==> src/rtl/router_input_fifo.sv <==
// Per-port NoC router input buffer: two-phase RTS/CTS link handshake in, first-word-fall-through head flit out.
// Define ROUTER_FIFO_ERR_CHECK_EN to add a sticky grant-protocol error output (err).
module router_input_fifo #(
    parameter int DATA_WIDTH = 32,
    parameter int DEPTH      = 4
) (
    input  logic                  clk,
    input  logic                  rst,
    input  logic [DATA_WIDTH-1:0] RX,
    input  logic                  DRTS,
    output logic                  CTS,
    input  logic                  read_en_N,
    input  logic                  read_en_E,
    input  logic                  read_en_W,
    input  logic                  read_en_S,
    input  logic                  read_en_L,
    output logic [DATA_WIDTH-1:0] Data_out,
    output logic                  empty,
    output logic                  full
`ifdef ROUTER_FIFO_ERR_CHECK_EN
    ,
    output logic                  err
`endif
);

    localparam int PTR_W = $clog2(DEPTH);
    localparam int CNT_W = PTR_W + 1;
    localparam logic [PTR_W-1:0] PTR_ONE  = PTR_W'(1);
    localparam logic [CNT_W-1:0] CNT_ONE  = CNT_W'(1);
    localparam logic [CNT_W-1:0] CNT_FULL = CNT_W'(DEPTH);

    logic [DATA_WIDTH-1:0] mem_q [DEPTH];
    logic [PTR_W-1:0]      rdPtr_q, rdPtr_d;
    logic [PTR_W-1:0]      wrPtr_q, wrPtr_d;
    logic [CNT_W-1:0]      count_q, count_d;
    logic                  cts_q, cts_d;
    logic [4:0]            grants;
    logic                  writeEn;
    logic                  readEn;

    assign grants   = {read_en_N, read_en_E, read_en_W, read_en_S, read_en_L};
    assign empty    = (count_q == '0);
    assign full     = (count_q == CNT_FULL);
    // The !full term only matters if a write is forced while full; it is dropped.
    assign writeEn  = DRTS & cts_q & ~full;
    assign readEn   = (|grants) & ~empty;
    assign CTS      = cts_q;
    assign Data_out = mem_q[rdPtr_q];

    always_comb begin
        cts_d   = DRTS & ~cts_q & ~full;
        wrPtr_d = wrPtr_q;
        rdPtr_d = rdPtr_q;
        count_d = count_q;
        if (writeEn) begin
            wrPtr_d = wrPtr_q + PTR_ONE;
        end
        if (readEn) begin
            rdPtr_d = rdPtr_q + PTR_ONE;
        end
        if (writeEn && !readEn) begin
            count_d = count_q + CNT_ONE;
        end else if (readEn && !writeEn) begin
            count_d = count_q - CNT_ONE;
        end
    end

    always_ff @(posedge clk or negedge rst) begin
        if (!rst) begin
            cts_q   <= 1'b0;
            wrPtr_q <= '0;
            rdPtr_q <= '0;
            count_q <= '0;
        end else begin
            cts_q   <= cts_d;
            wrPtr_q <= wrPtr_d;
            rdPtr_q <= rdPtr_d;
            count_q <= count_d;
        end
    end

    // Storage is deliberately left out of reset.
    always_ff @(posedge clk) begin
        if (writeEn) begin
            mem_q[wrPtr_q] <= RX;
        end
    end

`ifdef ROUTER_FIFO_ERR_CHECK_EN
    logic err_q;
    logic errSet;

    assign errSet = ~$onehot0(grants) | ((|grants) & empty);
    assign err    = err_q;

    always_ff @(posedge clk or negedge rst) begin
        if (!rst) begin
            err_q <= 1'b0;
        end else if (errSet) begin
            err_q <= 1'b1;
        end
    end
`endif

endmodule

==> config.mk <==
export PLATFORM = sky130hd
export DESIGN_NAME = router_input_fifo
export DESIGN_NICKNAME = d
export VERILOG_FILES = /design/src/rtl/router_input_fifo.sv
export SDC_FILE = /design/constraint.sdc
export NUM_CORES = 1
export LEC_CHECK = 0
export ABC_AREA = 0
export ABC_CLOCK_PERIOD_IN_PS = 3500
export CAP_MARGIN = 10
export CORE_MARGIN = 2
export CORE_UTILIZATION = 50
export CTS_BUF_LIST = sky130_fd_sc_hd__clkbuf_4 sky130_fd_sc_hd__clkbuf_8
export DETAILED_ROUTE_END_ITERATION = 6
export PLACE_DENSITY = 0.81
export SLEW_MARGIN = 10
export SYNTH_ARGS = -nofsm -noshare
export SYNTH_HDL_FRONTEND = slang
export SYNTH_SLANG_ARGS = --single-unit
==> constraint.sdc <==
create_clock -name clk -period 3.5 [get_ports clk]
set_clock_uncertainty 0.15 [all_clocks]
set_input_delay 0.7 -clock clk [delete_from_list [all_inputs] [get_ports clk]]
set_output_delay 0.7 -clock clk [all_outputs]
set_load 0.03 [all_outputs]
==> results of run 1 <==
==> per-layer routing <==
layer	vias up	share of wire [%]
li1	1043	-
met1	1210	45
met2	77	50
met3	5	5.2
met4	0	0.47
met5	-	0
==> power groups by stage <==
stage	clock network, W	logic (W)	registers (W)
2_1_floorplan	0	0.00128	0.00204
3_3_place_gp	0	0.00178	0.00213
3_5_place_dp	0	0.00179	0.00215
4_1_cts	0.00120	0.00180	0.00211
5_1_grt	0.00127	0.00188	0.00213
6_report	0.00118	0.00176	0.00211
==> cells in the mapped netlist <==
cell type / instances / share of area (%)
clkbuf_1: 1 / 0.073
and2_4: 4 / 0.69
mux4_2: 32 / 14
buf_2: 3 / 0.29
or3b_1: 1 / 0.17
inv_1: 5 / 0.37
o22ai_2: 1 / 0.24
nor3_1: 2 / 0.20
ha_1: 5 / 1.2
xnor2_2: 1 / 0.32
nor2_1: 3 / 0.22
xor2_1: 3 / 0.51
a211oi_1: 1 / 0.15
xnor2_1: 2 / 0.34
buf_4: 3 / 0.44
buf_6: 2 / 0.44
mux2_2: 1 / 0.22
a21o_1: 1 / 0.15
edfxtp_1: 128 / 75
dfrtp_1: 8 / 3.9
and3_1: 1 / 0.12
nand2_1: 2 / 0.15
fa_1: 1 / 0.39
==> sequential cells by signal, summed over array words and instances, names as in the netlist <==
signal   count
rdPtr_q      2
count_q      3
wrPtr_q      2
mem_q      128
CTS          1
==> metrics by stage <==
| stage | setup WS, ns | hold slack [ns] | cells | util [%] |
|---|---|---|---|---|
| 2_1_floorplan | 0.895 | 0.254 | 211 | - |
| 3_3_place_gp | 0.665 | 0.306 | 411 | 60.5 |
| 3_5_place_dp | 0.647 | 0.315 | 411 | 60.5 |
| 4_1_cts | 0.187 | 0.330 | 443 | 64.2 |
| 5_1_grt | 0.0981 | 0.368 | 443 | 64.2 |
| 6_report | 0.234 | 0.327 | 443 | 64.2 |
==> layout make-up <==
cell class	instances	area (um2)	area share, %
clock buffers	18	241	3.81
inverters	5	18.8	0.296
flip-flops and latches	136	4050	63.9
multi-input cells	61	981	15.5
repair buffers	76	756	11.9
well taps	133	166	2.63
clock inverters	14	126	1.99
==> critical path, cell delays in order, from the launching register on <==
cell	delay (ns)
dfrtp_2	0.95
mux4_2	0.37
clkdlybuf4s50_1	0.68
==> logic make-up after synthesis <==
logic type                 synth area share [%]
DFF                                        79.2
AOI/OAI and AO/OA                         0.539
and+or+nand+nor                            1.54
buffers and inverters                      1.62
adders and majority gates                  1.62
muxes                                      14.3
xor gates and xnor gates                   1.18
==> final timing paths <==
| check | startpoint | endpoint | slack (ns) |
|---|---|---|---|
| worst max-delay path | rdPtr_q[1] | Data_out[10] | 0.23 |
| worst min-delay path | CTS | CTS | 0.33 |
| worst max register to register | count_q[0] | count_q[1] | 1.04 |
| worst min register to register | CTS | CTS | 0.33 |
| max in group asynchronous | rst | rdPtr_q[1] | 2.47 |
| min in group asynchronous | rst | count_q[2] | 0.42 |
==> placed cells by master, fill, tap and decap left out, types with 2 or more instances in the layout <==
| master | synthesis | routed |
|---|---|---|
| edfxtp_1 | 128 | 128 |
| clkdlybuf4s50_1 | 0 | 74 |
| mux4_2 | 32 | 32 |
| clkbuf_8 | 0 | 17 |
| dfrtp_1 | 8 | 6 |
| clkinvlp_4 | 0 | 6 |
| inv_1 | 5 | 5 |
| ha_1 | 5 | 5 |
| and2_4 | 4 | 4 |
| nor2_1 | 3 | 3 |
| xor2_1 | 3 | 3 |
| nor3_1 | 2 | 2 |
| nand2_1 | 2 | 2 |
| xnor2_1 | 2 | 2 |
| clkinv_2 | 0 | 2 |
| inv_6 | 0 | 2 |
| buf_4 | 3 | 2 |
| dfrtp_2 | 0 | 2 |
==> flow_summary.ini, run 1 <==
[timing]
period_needed_ns = 3.27
setup_tns_ns = 0
finalHoldViolations = 0
setup_viol = 0
worst_pin_slew_ns = 0.880
fin_crit_sh_pct = 93.3
max-slew-margin-rel_pct = 41.3
rsz0062_at_grt = no
final_max_slew_viol_count = 0
fmax_mhz = 306

[final_layout]
area_growth_pct = 24.1
diodes = 0
fillCellCount = 673
nets = 343
design_area_um2 = 6340
post_route_cells_drive_above_1_share_pct = 23.9

[grt]
grt_usage_pct = 16.4
gr-usage-met1_pct = 21.0
antenna_found_initial = 0
top_usage_layer = met2
grt_first_pass_wirelength_um = 13400
grt_overflow = 0
grt_pass1_vias = 2551
use_met3_pct = 5.68
met2_usage_pct = 26.5
grt_max_degree = 34

[worst_setup_path]
crit_required_ns = 2.65
crit_type = reg2out
ff2ff_path_depth = 6
cp.arrival_ns = 2.42
cp_max_fo = 33
end_kind = primary output
worstSetupStartpointType = register

[power]
p_seq_share_pct = 41.7
power.static_leakage_nw = 2.07
max-vdd-ir-drop_mv = 0.371
p_int_w = 0.00339
power_density_nw_per_um2 = 796
switching_power_w = 0.00166
swShare_pct = 32.8
p_comb_share_pct = 35.0
finalPower_w = 0.00505
clockPowerShare_pct = 23.3

[clocking]
cts_tree = built
cts_hold_buf = 0
cts_sinks = 136
cts_setup_buffers = 0
clk_path_buf_depth = 2
insertion_delay_ns = 0.42
cts_root_buf = clkbuf_8
postCtsResizedCells = 0
htree_levels = 4
cts_buffers = 17
clk_pin_slew_ns = 0.08

[placement]
hpwlAfterDp_um = 4770
numPortBuffers = 74
place_area_um2 = 5970
place.gp.congestion = 0.693

[min_path]
hold_path_depth = 1
min_path_type = reg2reg

[floorplanning]
rows = 36
ioPinCount = 75
fp.dieW_um = 105
fp.dieH_um = 105
start_util_pct = 51.8
coreArea_um2 = 9860
die_area_um2 = 11000

[outcome]
status = finished clean

[run]
cap_violations = 0

[detailed_routing]
final_antenna_net_count = 0
avgRoutedWirePerCell_um = 18.6
vias = 2335
drcViolationCount = 0
drt_iter0_markers = 98
routed_wirelength_um = 8250
dr.pass1.iters = 4
viasPerCell = 5.27

[logic_synthesis]
synthesis.nets = 257
synth_seq_cells = 136
synth_area_um2 = 5110
synth_cell_types = 23
syn_inst = 211
ys_seq_area_share_pct = 79.2
avgSynthCellArea_um2 = 24.2
yosys_warnings = 0
Power figures use the tool's default switching activity.
==> run 2: changes to the inputs <==
--- a/config.mk
+++ b/config.mk
@@ -8,10 +8,12 @@
 export ABC_AREA = 0
 export ABC_CLOCK_PERIOD_IN_PS = 3500
 export CAP_MARGIN = 10
+export CORE_ASPECT_RATIO = 1.75
 export CORE_MARGIN = 2
 export CORE_UTILIZATION = 50
 export CTS_BUF_LIST = sky130_fd_sc_hd__clkbuf_4 sky130_fd_sc_hd__clkbuf_8
 export DETAILED_ROUTE_END_ITERATION = 6
+export MAX_ROUTING_LAYER = met4
 export PLACE_DENSITY = 0.81
 export SLEW_MARGIN = 10
 export SYNTH_ARGS = -nofsm -noshare
==> constraint.sdc (replaced) <==
create_clock -name clk -period 3.5 [get_ports clk]
set_clock_uncertainty 0.15 [all_clocks]
set_input_delay 0.7 -clock clk [delete_from_list [all_inputs] [get_ports clk]]
set_output_delay 0.7 -clock clk [all_outputs]
set_load 0.02 [all_outputs]
==> run 2 against run 1 <==
Compared with the run above: die area increased by 0.28%; maximum frequency increased by 1.5%; non-clock buffer count increased by 2; critical endpoint is now Data_out[20].
==> flow_summary.ini, run 2 (synthesized netlist as in run 1, its figures left out) <==
[final_layout]
post-route-util_pct = 63.7
top_register = mem_q
mostFrequentLayoutCell = edfxtp_1
nets = 345
post_route_cells_drive_above_1_share_pct = 23.0
diodes = 0
design_area_um2 = 6310
reg_top3 = mem_q: 128 flops, count_q: 3 flops
largest_reg_flops = 128
area_growth_pct = 23.6
final_cell_mix = 128 x edfxtp_1, 74 x clkdlybuf4s50_1, 32 x mux4_2

[floorplanning]
fp.dieW_um = 80.4
ioPinCount = 75
die_area_um2 = 11100
start_util_pct = 51.5
rows = 48
coreArea_um2 = 9910
fp.dieH_um = 138

[timing]
worst_pin_slew_ns = 0.496
max-slew-margin-rel_pct = 67.0
period_needed_ns = 3.22
final_max_slew_viol_count = 0
finalHoldViolations = 0
fin_crit_sh_pct = 91.9
setup_tns_ns = 0
fmax_mhz = 311
rsz0062_at_grt = no
setup_viol = 0
worst_slack_ns = 0.283

[worst_setup_path]
crit_type = reg2out
end_kind = primary output
worstSetupStartpointType = register
crit_required_ns = 2.65
cp.arrival_ns = 2.37
cp_max_fo = 11

[power]
power.static_leakage_nw = 2.09
finalPower_w = 0.00482
swShare_pct = 28.9
p_int_w = 0.00343
p_seq_share_pct = 43.4
switching_power_w = 0.00140
p_comb_share_pct = 34.4
max-vdd-ir-drop_mv = 0.447
clockPowerShare_pct = 22.2
power_density_nw_per_um2 = 764

[detailed_routing]
viasPerCell = 5.29
avgRoutedWirePerCell_um = 19.4
final_antenna_net_count = 0
vias = 2295
routed_wirelength_um = 8440
drcViolationCount = 0
drt_iter0_markers = 143
dr.pass1.iters = 4

[run]
cap_violations = 0

[grt]
grt_usage_pct = 17.3
grt_max_degree = 33
grt_overflow = 0
grt_pass1_vias = 2504
grt_first_pass_wirelength_um = 13000
antenna_found_initial = 0

[clocking]
cts_root_buf = clkbuf_8
htree_levels = 4
insertion_delay_ns = 0.41
cts_buffers = 17
clk_path_buf_depth = 2
clk_pin_slew_ns = 0.06
cts_hold_buf = 0
cts_sinks = 136
postCtsResizedCells = 0
cts_tree = built
cts_setup_buffers = 0

[placement]
numPortBuffers = 74
place.gp.congestion = 0.712
hpwlAfterDp_um = 5570
place_area_um2 = 5990
pre_cts_ws_ns = 0.637

[outcome]
status = finished clean

[min_path]
min_path_type = reg2reg
[run 2: path summary, 6_finish.rpt]
check,from,to,slack [ns],cells after the start
min in group asynchronous,rst,rdPtr_q[1],0.42,1
worst min register to register,CTS,CTS,0.32,1
worst max register to register,count_q[0],count_q[1],1.06,6
worst min-delay path,CTS,CTS,0.32,1
worst max-delay path,rdPtr_q[0],Data_out[20],0.28,3
max in group asynchronous,rst,rdPtr_q[0],2.47,1
[run 2: power by group through the flow]
stage	Clock, W	Sequential (W)	Combinational [W]
after floorplan	0	0.00204	0.00110
after global placement	0	0.00212	0.00167
after detailed placement	0	0.00213	0.00169
after CTS	0.00110	0.00210	0.00170
after global routing	0.00116	0.00211	0.00177
final	0.00107	0.00209	0.00166
[run 2: final cells by class]
type                    count  area [um2]
flip-flops and latches    136        4050
clock buffers              22         272
inverters                   5        18.8
repair buffers             78         783
fillers                   682        3600
multi-input cells          61         981
clock inverters             7        56.3
well taps                 125         156
[run 2: worst max-delay path, stage by stage, from the launching register on]
cell             delay [ns]
dfrtp_2                0.59
buf_4                  0.29
mux4_2                 0.52
clkdlybuf4s50_1        0.55
[run 2: metal layers]
layer	global-route usage (%)	share of wire, %	vias up
met1	19.2	37	1167
li1	-	-	1045
met4	7.34	1.3	0
met3	6.16	5.1	8
met2	28.2	57	75
met5	-	0	-
[run 2: through the flow]
step | instances | hold WS [ns]
final | 434 | 0.324
after global routing | 434 | 0.363
after CTS | 434 | 0.333
after detailed placement | 405 | 0.319
after global placement | 405 | 0.310
after floorplan | 211 | 0.254
